### src/rtl/vga_sync_pkg.sv
// Shared VGA timing constants and decode helpers.
// The video mode is chosen by a mode macro such as _VGA_640_480 (640x480@60Hz);
// 640x480 timing is used when no mode macro is supplied.
package vga_sync_pkg;

`ifdef _VGA_640_480
  localparam int HVA = 640;   // horizontal visible pixels
  localparam int HFP = 16;    // horizontal front porch
  localparam int HSP = 96;    // horizontal sync pulse
  localparam int HBP = 48;    // horizontal back porch
  localparam int VVA = 480;   // vertical visible lines
  localparam int VFP = 10;    // vertical front porch
  localparam int VSP = 2;     // vertical sync pulse
  localparam int VBP = 33;    // vertical back porch
  localparam logic HSYNC_POL = 1'b0;
  localparam logic VSYNC_POL = 1'b0;
`else
  localparam int HVA = 640;   // horizontal visible pixels
  localparam int HFP = 16;    // horizontal front porch
  localparam int HSP = 96;    // horizontal sync pulse
  localparam int HBP = 48;    // horizontal back porch
  localparam int VVA = 480;   // vertical visible lines
  localparam int VFP = 10;    // vertical front porch
  localparam int VSP = 2;     // vertical sync pulse
  localparam int VBP = 33;    // vertical back porch
  localparam logic HSYNC_POL = 1'b0;
  localparam logic VSYNC_POL = 1'b0;
`endif

  localparam int HT = HVA + HFP + HSP + HBP;
  localparam int VT = VVA + VFP + VSP + VBP;

  // True when pos lies in the half-open window [lo, lo+len).
  function automatic logic in_window(input int pos, input int lo, input int len);
    return (pos >= lo) && (pos < lo + len);
  endfunction

endpackage

### src/rtl/vga_sync_timing_counter.sv
// Mod-N counter with an enable and a terminal-count flag; used once for
// pixels within a line and once for lines within a frame.
module vga_timing_counter #(
  parameter int N = 800,
  parameter int W = $clog2(N)
) (
  input  logic         vga_clk,
  input  logic         rst,
  input  logic         en,
  output logic [W-1:0] cnt,
  output logic         tc
);

  // Terminal count is decoded straight from the register so it lines up with cnt.
  assign tc = (cnt == W'(N - 1));

  // Count up while enabled, wrapping from N-1 back to zero.
  always_ff @(posedge vga_clk or posedge rst) begin
    if (rst) begin
      cnt <= '0;
    end else if (en) begin
      if (tc) begin
        cnt <= '0;
      end else begin
        cnt <= cnt + W'(1);
      end
    end
  end

endmodule

### src/rtl/vga_sync.sv
// VGA sync generator: horizontal/vertical counters plus combinational
// decode of sync pulses, active-area flag and pixel address.
// Optional macro ADV7123_EN adds control pins for an ADV7123 video DAC.
module vga_sync
  import vga_sync_pkg::*;
#(
  parameter int   P_HVA       = HVA,
  parameter int   P_HFP       = HFP,
  parameter int   P_HSP       = HSP,
  parameter int   P_HBP       = HBP,
  parameter int   P_VVA       = VVA,
  parameter int   P_VFP       = VFP,
  parameter int   P_VSP       = VSP,
  parameter int   P_VBP       = VBP,
  parameter logic P_HSYNC_POL = HSYNC_POL,
  parameter logic P_VSYNC_POL = VSYNC_POL,
  parameter int   HADDRW      = $clog2(P_HVA),
  parameter int   VADDRW      = $clog2(P_VVA)
) (
  input  logic              vga_clk,
  input  logic              rst,
  output logic              vga_hsync,
  output logic              vga_vsync,
  output logic              vga_video_on,
  output logic [HADDRW-1:0] vga_h_addr,
  output logic [VADDRW-1:0] vga_v_addr
`ifdef ADV7123_EN
  ,
  output logic              adv7123_vga_blank,
  output logic              adv7123_vga_sync,
  output logic              adv7123_vga_clk
`endif
);

  localparam int P_HT = P_HVA + P_HFP + P_HSP + P_HBP;
  localparam int P_VT = P_VVA + P_VFP + P_VSP + P_VBP;
  localparam int HCW  = $clog2(P_HT);
  localparam int VCW  = $clog2(P_VT);

  logic [HCW-1:0] h_cnt;
  logic [VCW-1:0] v_cnt;
  logic           h_tc;
  logic           frame_end_unused;

  vga_timing_counter #(.N(P_HT), .W(HCW)) u_h_cnt (
    .vga_clk (vga_clk),
    .rst     (rst),
    .en      (1'b1),
    .cnt     (h_cnt),
    .tc      (h_tc)
  );

  // Lines advance only on the last pixel of each line.
  vga_timing_counter #(.N(P_VT), .W(VCW)) u_v_cnt (
    .vga_clk (vga_clk),
    .rst     (rst),
    .en      (h_tc),
    .cnt     (v_cnt),
    .tc      (frame_end_unused)
  );

  // Decode visible area, sync windows and addresses with zero latency to the counters.
  always_comb begin
    logic h_vis;
    logic v_vis;
    h_vis        = (int'(h_cnt) < P_HVA);
    v_vis        = (int'(v_cnt) < P_VVA);
    vga_video_on = h_vis && v_vis;
    if (in_window(int'(h_cnt), P_HVA + P_HFP, P_HSP)) begin
      vga_hsync = P_HSYNC_POL;
    end else begin
      vga_hsync = ~P_HSYNC_POL;
    end
    if (in_window(int'(v_cnt), P_VVA + P_VFP, P_VSP)) begin
      vga_vsync = P_VSYNC_POL;
    end else begin
      vga_vsync = ~P_VSYNC_POL;
    end
    if (h_vis) begin
      vga_h_addr = h_cnt[HADDRW-1:0];
    end else begin
      vga_h_addr = '0;
    end
    if (v_vis) begin
      vga_v_addr = v_cnt[VADDRW-1:0];
    end else begin
      vga_v_addr = '0;
    end
  end

`ifdef ADV7123_EN
  // DAC blank_n follows the active area; sync-on-green is unused; the DAC clock
  // is inverted so it samples in the middle of each pixel.
  assign adv7123_vga_blank = vga_video_on;
  assign adv7123_vga_sync  = 1'b0;
  assign adv7123_vga_clk   = ~vga_clk;
`endif

endmodule

### config.mk
export PLATFORM = sky130hd
export DESIGN_NAME = vga_sync
export DESIGN_NICKNAME = d
export VERILOG_FILES = /design/src/rtl/vga_sync_pkg.sv /design/src/rtl/vga_sync_timing_counter.sv /design/src/rtl/vga_sync.sv
export SDC_FILE = /design/constraint.sdc
export NUM_CORES = 1
export LEC_CHECK = 0
export BUFFER_PORTS_ARGS = -buffer_cell sky130_fd_sc_hd__buf_2
export CAP_MARGIN = 20
export CORE_MARGIN = 10
export CORE_UTILIZATION = 30
export DETAILED_ROUTE_END_ITERATION = 10
export PLACE_DENSITY = 0.49
export SYNTH_ARGS = -nofsm -noshare
export SYNTH_HDL_FRONTEND = slang
export SYNTH_HIERARCHICAL = 1
export SYNTH_SLANG_ARGS = --single-unit
### constraint.sdc
create_clock -name vga_clk -period 2.7 [get_ports vga_clk]
set_clock_uncertainty 0.05 [all_clocks]
set_input_delay 0.54 -clock vga_clk [delete_from_list [all_inputs] [get_ports vga_clk]]
set_output_delay 0.54 -clock vga_clk [all_outputs]
set_load 0.1 [all_outputs]
==> out/metrics.yaml, run 1 <==
synthesis:
  yosys_warnings: 6
  synth_enable_flop_cells: 0
  synth_top_area_share_pct: 40.20
  synth_ff_type: "dfrtp_1"
  synth_most_common_cell: "dfrtp_1"
  synth_seq_area_share_pct: 40.20
  synth_top_cell_by_area: "dfrtp_1"
  syn_inst: 136
  syn-cell-area_mm2: 0.001245
  yosys.cell_types.count: 36
  synth_top_cells_by_count: "20 x dfrtp_1, 17 x and2_1, 15 x nand2_1"
  synth-seq-cells: 20
  synthTopCellsByArea: "dfrtp_1 40%, and2_1 8.5%, xor2_1 4.9%"
  async_reset_ff_share_pct: 100.0
  avgSynthCellArea_um2: 9.154
pwr:
  p_per_area_mw_per_mm2: 712.3
  p_comb_share_pct: 40.5
  seq_power_share_pct: 37.8
  internal-power_mw: 0.5510
  sw_frac_of_total_pct: 48.78
  irDropWorstVdd_uv: 336.3
  p_clk_share_pct: 21.8
  p_switching_mw: 0.5248
  p_leak_nw: 0.6687
placement:
  numPlacedInstances: 215
  placement.cell_area_mm2: 0.001455
  dp_hpwl_mm: 2.287
  gp_congestion: 0.7787
  io_buffers: 23
global_routing:
  grt_start_max_net_pins: 13
  grt-ovfl-total: 0
  track_usage_pct: 8.467
  antenna_found_initial: 0
  grt_pass1_vias: 1053
  grt_pass1_wl_mm: 5.168
worst_setup_path:
  reg2reg_slack_ns: 0.62
  rr_endpoint: "u_v_cnt/cnt[9]"
  reg2reg_depth: 6
  crit_path_start_kind: "flip-flop"
  rr_startpoint: "u_h_cnt/cnt[0]"
  required_ns: 2.11
  crit_path_max_fanout: 10
  crit_type: "reg -> out"
  crit_arrival_ns: 1.81
  crit_path_end_kind: "output pin"
final_layout:
  ff_latch_area_um2: 500.5
  drive_gt1_share_pct: 20.12
  multi_input_area_um2: 743.2
  layout.nets: 175
  antenna_cells: 0
  postLayoutCellArea_mm2: 0.001510
  syn_to_final_growth_pct: 21.31
  final_cells: 219
  fillCellCount: 417
clock_tree:
  cts_resized: 0
  cts_setup_buffers: 0
  numCtsBuffers: 3
  tritoncts: "done"
  clkTransAtPathRegs_ns: 0.08
  cts_root_buf: "clkbuf_8"
  hold_buffers: 0
  htreeDepth: 1
  worst_skew_pair.late_latency_ns: 0.26
  clock_path_buffers: 2
  cts_sinks: 20
timing:
  min_period_ns: 2.404
  grt_setup_unrepaired: "false"
  maxSlewHeadroom_pct: 63.83
  setup_tns_ns: 0
  slew_violations: 0
  setup_viol: 0
  fin_crit_sh_pct: 89.05
  hold_viol_final: 0
  fmax_mhz: 415.9
  tightest_slew_ns: 0.5376
routing:
  firstDrtPassIters: 4
  num_vias: 1066
  first_iter_violations: 85
  wl_mm: 3.031
  drc: 0
  routedWlPerCell_um: 13.84
  drt-vias-per-instance: 4.868
  antenna_left: 0
floorplanning:
  die_x_um: 84.42
  die_height_um: 84.42
  dieArea_mm2: 0.007127
  ios: 24
  rows: 23
  core_area_mm2: 0.004000
  start_util_pct: 31.12
hold_path:
  min_path_type: "in -> async"
outcome:
  status: "completed"
job:
  max_cap_violations: 0
[worst max-delay path: stages, from the launching register on]
cell and delay (ns):
dfrtp_1 0.46, a41oi_2 0.46, and2_1 0.20, buf_2 0.43
[metal layers]
metal	up-vias	GRT usage, %	wire length, um
li1	539	-	-
met1	502	11.09	1496
met2	23	13.07	1364
met3	2	2.415	149
met4	0	2.545	20
met5	-	0	0
[power groups by stage]
stage	clock, mW	combinational [mW]	sequential [mW]
global placement	0	0.438	0.412
finish	0.234	0.435	0.406
floorplan	0	0.392	0.389
global route	0.252	0.455	0.419
detailed placement	0	0.440	0.413
CTS	0.243	0.440	0.407
[layout make-up]
cell class                      instances  area share, %
Sequential cell                        20          33.14
Timing Repair Buffer                   24          8.119
Tap cell                               50          4.142
Clock buffer                            4          3.645
Inverter                                7          1.740
Multi-Input combinational cell        114          49.21
[cells in the final DEF (no fill, tap or decap), drive strengths merged, types with 3 or more instances in the layout]
cell    Yosys  routed
nor2b       4       4
nand2      15      15
and2       17      17
buf         0      24
o21ai       7       7
inv         7       7
or4         3       3
xor2        7       7
ha          3       3
nand4       8       8
nor2        4       4
dfrtp      20      20
clkbuf      2       4
nor4        4       4
conb        1       8
nor3        3       3
nand2b      3       3
nand3       7       7
or3         3       3
[through the flow]
| step | hold slack (ns) | power (mW) | setup slack, ns | util, % |
|---|---|---|---|---|
| 2_1_floorplan | 0.3302 | 0.7807 | 0.1927 | - |
| 3_3_place_gp | 0.5052 | 0.8502 | 0.5467 | 36.38 |
| 3_5_place_dp | 0.5191 | 0.8528 | 0.4933 | 36.38 |
| 4_1_cts | 0.2343 | 1.090 | 0.1941 | 37.75 |
| 5_1_grt | 0.2705 | 1.127 | 0.1909 | 37.75 |
| 6_report | 0.2107 | 1.076 | 0.2955 | 37.75 |
[logic make-up after synthesis]
group | synth area share [%]
adder cells (fa/ha/maj) | 3.015
multiplexers | 0.9045
AO/OA/AOI/OAI | 9.850
AND/OR/NAND/NOR | 36.68
buffers and inverters | 2.714
XOR/XNOR | 6.332
flip-flops | 40.20
other | 0.3012
[flip-flops by register name, indices dropped and copies added, names as in the netlist]
register / flops
u_v_cnt/cnt: 10
u_h_cnt/cnt: 10
[worst max path at each step]
| stage | startpoint | endpoint | depth (start not counted) |
|---|---|---|---|
| 3_3_place_gp | u_h_cnt/cnt[7] | vga_video_on | 3 |
| 2_1_floorplan | u_h_cnt/cnt[9] | vga_h_addr[9] | 2 |
| 4_1_cts | u_h_cnt/cnt[7] | vga_video_on | 3 |
| 3_5_place_dp | u_h_cnt/cnt[7] | vga_video_on | 3 |
| 5_1_grt | u_h_cnt/cnt[7] | vga_video_on | 3 |
| 6_report | u_v_cnt/cnt[5] | vga_v_addr[5] | 3 |
(Power assumes the default switching activity.)
==> run 2, diff against run 1 <==
CORE_UTILIZATION = 54   (was 30)
CTS_BUF_LIST = sky130_fd_sc_hd__clkbuf_4 sky130_fd_sc_hd__clkbuf_8 sky130_fd_sc_hd__clkbuf_16   (was unset)
PLACE_DENSITY = 0.78   (was 0.49)
==> out/metrics.yaml, run 2 (synthesized netlist as in run 1, its figures left out) <==
final_layout:
  fillCellCount: 195  # was 417
  mostFrequentLayoutCells: "23 x buf_2, 20 x dfrtp_1, 17 x and2_1, 15 x nand2_1"  # unchanged
  layout_commonest_cell: "buf_2"  # unchanged
  syn_to_final_growth_pct: 18.39  # was 21.31%
  postLayoutCellArea_mm2: 0.001474  # was 0.001510 mm^2
  layout.nets: 175  # unchanged
  final_cells: 197  # was 219
  drive_gt1_share_pct: 19.53  # was 20.12%
  top_regs: "u_h_cnt/cnt: 10 flops, u_v_cnt/cnt: 10 flops"  # unchanged
  antenna_cells: 0  # unchanged
floorplanning:
  dieArea_mm2: 0.004626  # was 0.007127 mm^2
  core_area_mm2: 0.002212  # was 0.004000 mm^2
  start_util_pct: 56.28  # was 31.12%
  die_x_um: 68.02  # was 84.42 um
  rows: 17  # was 23
  ios: 24  # unchanged
  die_height_um: 68.02  # was 84.42 um
worst_setup_path:
  rr_endpoint: "u_v_cnt/cnt[9]"  # unchanged
  rr_startpoint: "u_h_cnt/cnt[0]"  # unchanged
  reg2reg_depth: 7  # was 6
  reg2reg_slack_ns: 0.55  # was 0.62 ns
  cp_slowest_cell: "dfrtp_1"  # unchanged
  crit_path_end_kind: "output pin"  # unchanged
  cp_cell_sequence: "a41oi_2 > and2_1 > buf_2"  # unchanged
  crit_type: "reg -> out"  # unchanged
  crit_arrival_ns: 1.84  # was 1.81 ns
  required_ns: 2.11  # about the same
  crit_path_max_fanout: 10  # unchanged
  crit_start: "u_v_cnt/cnt[6]"  # was u_v_cnt/cnt[5]
  crit_path_start_kind: "flip-flop"  # unchanged
  cpPeakStageDelay_ns: 0.49  # was 0.46 ns
  crit_end: "vga_v_addr[1]"  # was vga_v_addr[5]
pwr:
  p_leak_nw: 0.6677  # was 0.6687 nW
  p_per_area_mw_per_mm2: 737.1  # was 712.3 mW/mm^2
  irDropWorstVdd_uv: 801.9  # was 336.3 uV
timing:
  maxSlewHeadroom_pct: 63.11  # was 63.83%
  hold_viol_final: 0  # unchanged
  whs_ns: 0.1527  # was 0.2107 ns
  grt_setup_unrepaired: "false"  # unchanged
  setup_viol: 0  # unchanged
  fin_crit_sh_pct: 89.98  # was 89.05%
  tightest_slew_ns: 0.5482  # was 0.5376 ns
  min_period_ns: 2.429  # was 2.404 ns
  fmax_mhz: 411.6  # was 415.9 MHz
  setup_tns_ns: 0  # unchanged
  slew_violations: 0  # unchanged
routing:
  num_vias: 1085  # was 1066
  wl_mm: 2.822  # was 3.031 mm
  firstDrtPassIters: 5  # was 4
  first_iter_violations: 53  # was 85
  routedWlPerCell_um: 14.32  # was 13.84 um
  antenna_left: 0  # unchanged
  drt-vias-per-instance: 5.508  # was 4.868
  drc: 0  # unchanged
placement:
  io_buffers: 23  # unchanged
  dp_hpwl_mm: 2.158  # was 2.287 mm
  numPlacedInstances: 193  # was 215
  gp_congestion: 0.8478  # was 0.7787
  placement.cell_area_mm2: 0.001421  # was 0.001455 mm^2
job:
  max_cap_violations: 0  # unchanged
global_routing:
  grt_pass1_vias: 1043  # was 1053
  track_usage_pct: 12.75  # was 8.467%
  grt_start_max_net_pins: 15  # was 13
  grt-ovfl-total: 0  # unchanged
  antenna_found_initial: 0  # unchanged
  grt_pass1_wl_mm: 4.740  # was 5.168 mm
outcome:
  status: "completed"  # unchanged
clock_tree:
  cts_setup_buffers: 0  # unchanged
  cts_root_buf: "clkbuf_4"  # was clkbuf_8
  cts_sinks: 20  # unchanged
  numCtsBuffers: 3  # unchanged
  htreeDepth: 1  # unchanged
  cts_resized: 0  # unchanged
  worst_skew_pair.late_latency_ns: 0.30  # was 0.26 ns
  clkTransAtPathRegs_ns: 0.12  # was 0.08 ns
  hold_buffers: 0  # unchanged
  tritoncts: "done"  # unchanged
  clock_path_buffers: 2  # unchanged
hold_path:
  min_path_type: "in -> async"  # unchanged
-- run 2: cell count changes in the layout (fill, tap and decap cells not counted), sizes merged --
cell,delta
bufinv,+1
clkbuf,-1
-- run 2: worst min-delay path by stage --
stage                                 to  slack [ns]  cells past startpoint  from
after detailed placement  u_h_cnt/cnt[3]        0.50                      2   rst
after floorplan           u_h_cnt/cnt[0]        0.33                      1   rst
after CTS                 u_h_cnt/cnt[5]        0.16                      2   rst
after global routing      u_v_cnt/cnt[9]        0.17                      2   rst
final                     u_h_cnt/cnt[5]        0.15                      2   rst
after global placement    u_h_cnt/cnt[0]        0.49                      2   rst
-- run 2: critical path: cells and delay by family, from the launching register on --
kind	cells	cell delay, ns
AO/OA/AOI/OAI	1	0.42
flip-flops	1	0.49
buffers and inverters	1	0.42
AND/OR/NAND/NOR	1	0.20
-- run 2: report_power, final --
| part | total [mW] | leakage [nW] | internal (mW) | switching (mW) |
|---|---|---|---|---|
| combinational | 0.436 | 0.376 | 0.0847 | 0.351 |
| clock | 0.246 | 0.0279 | 0.150 | 0.0958 |
| sequential | 0.405 | 0.264 | 0.336 | 0.0688 |
| total | 1.09 | 0.668 | 0.571 | 0.516 |
-- run 2: area by class of cell --
type	instances	area, um^2	share of cell area (%)
clock inverters	1	30.03	2.037
multi-input cells	114	737.0	50.00
repair buffers	24	122.6	8.319
clock buffers	3	22.52	1.528
inverters	7	26.28	1.783
flip-flops and latches	20	500.5	33.96
well taps	28	35.03	2.377
-- run 2: layer usage --
layer | part of all wire, % | global-route usage, % | vias to the layer above
met5 | 0 | 0 | -
met4 | 0.74 | 4.271 | 0
met3 | 4.6 | 2.610 | 2
met2 | 52 | 23.26 | 16
met1 | 43 | 14.35 | 523
li1 | - | - | 544
-- run 2: stage by stage --
stage	worst slack [ns]	power [mW]	utilization, %
final	0.2706	1.086	66.63
after floorplan	0.1927	0.7807	-
after global placement	0.6090	0.8436	64.25
after detailed placement	0.5445	0.8504	64.25
after global routing	0.1133	1.143	66.63
after CTS	0.2712	1.098	66.63
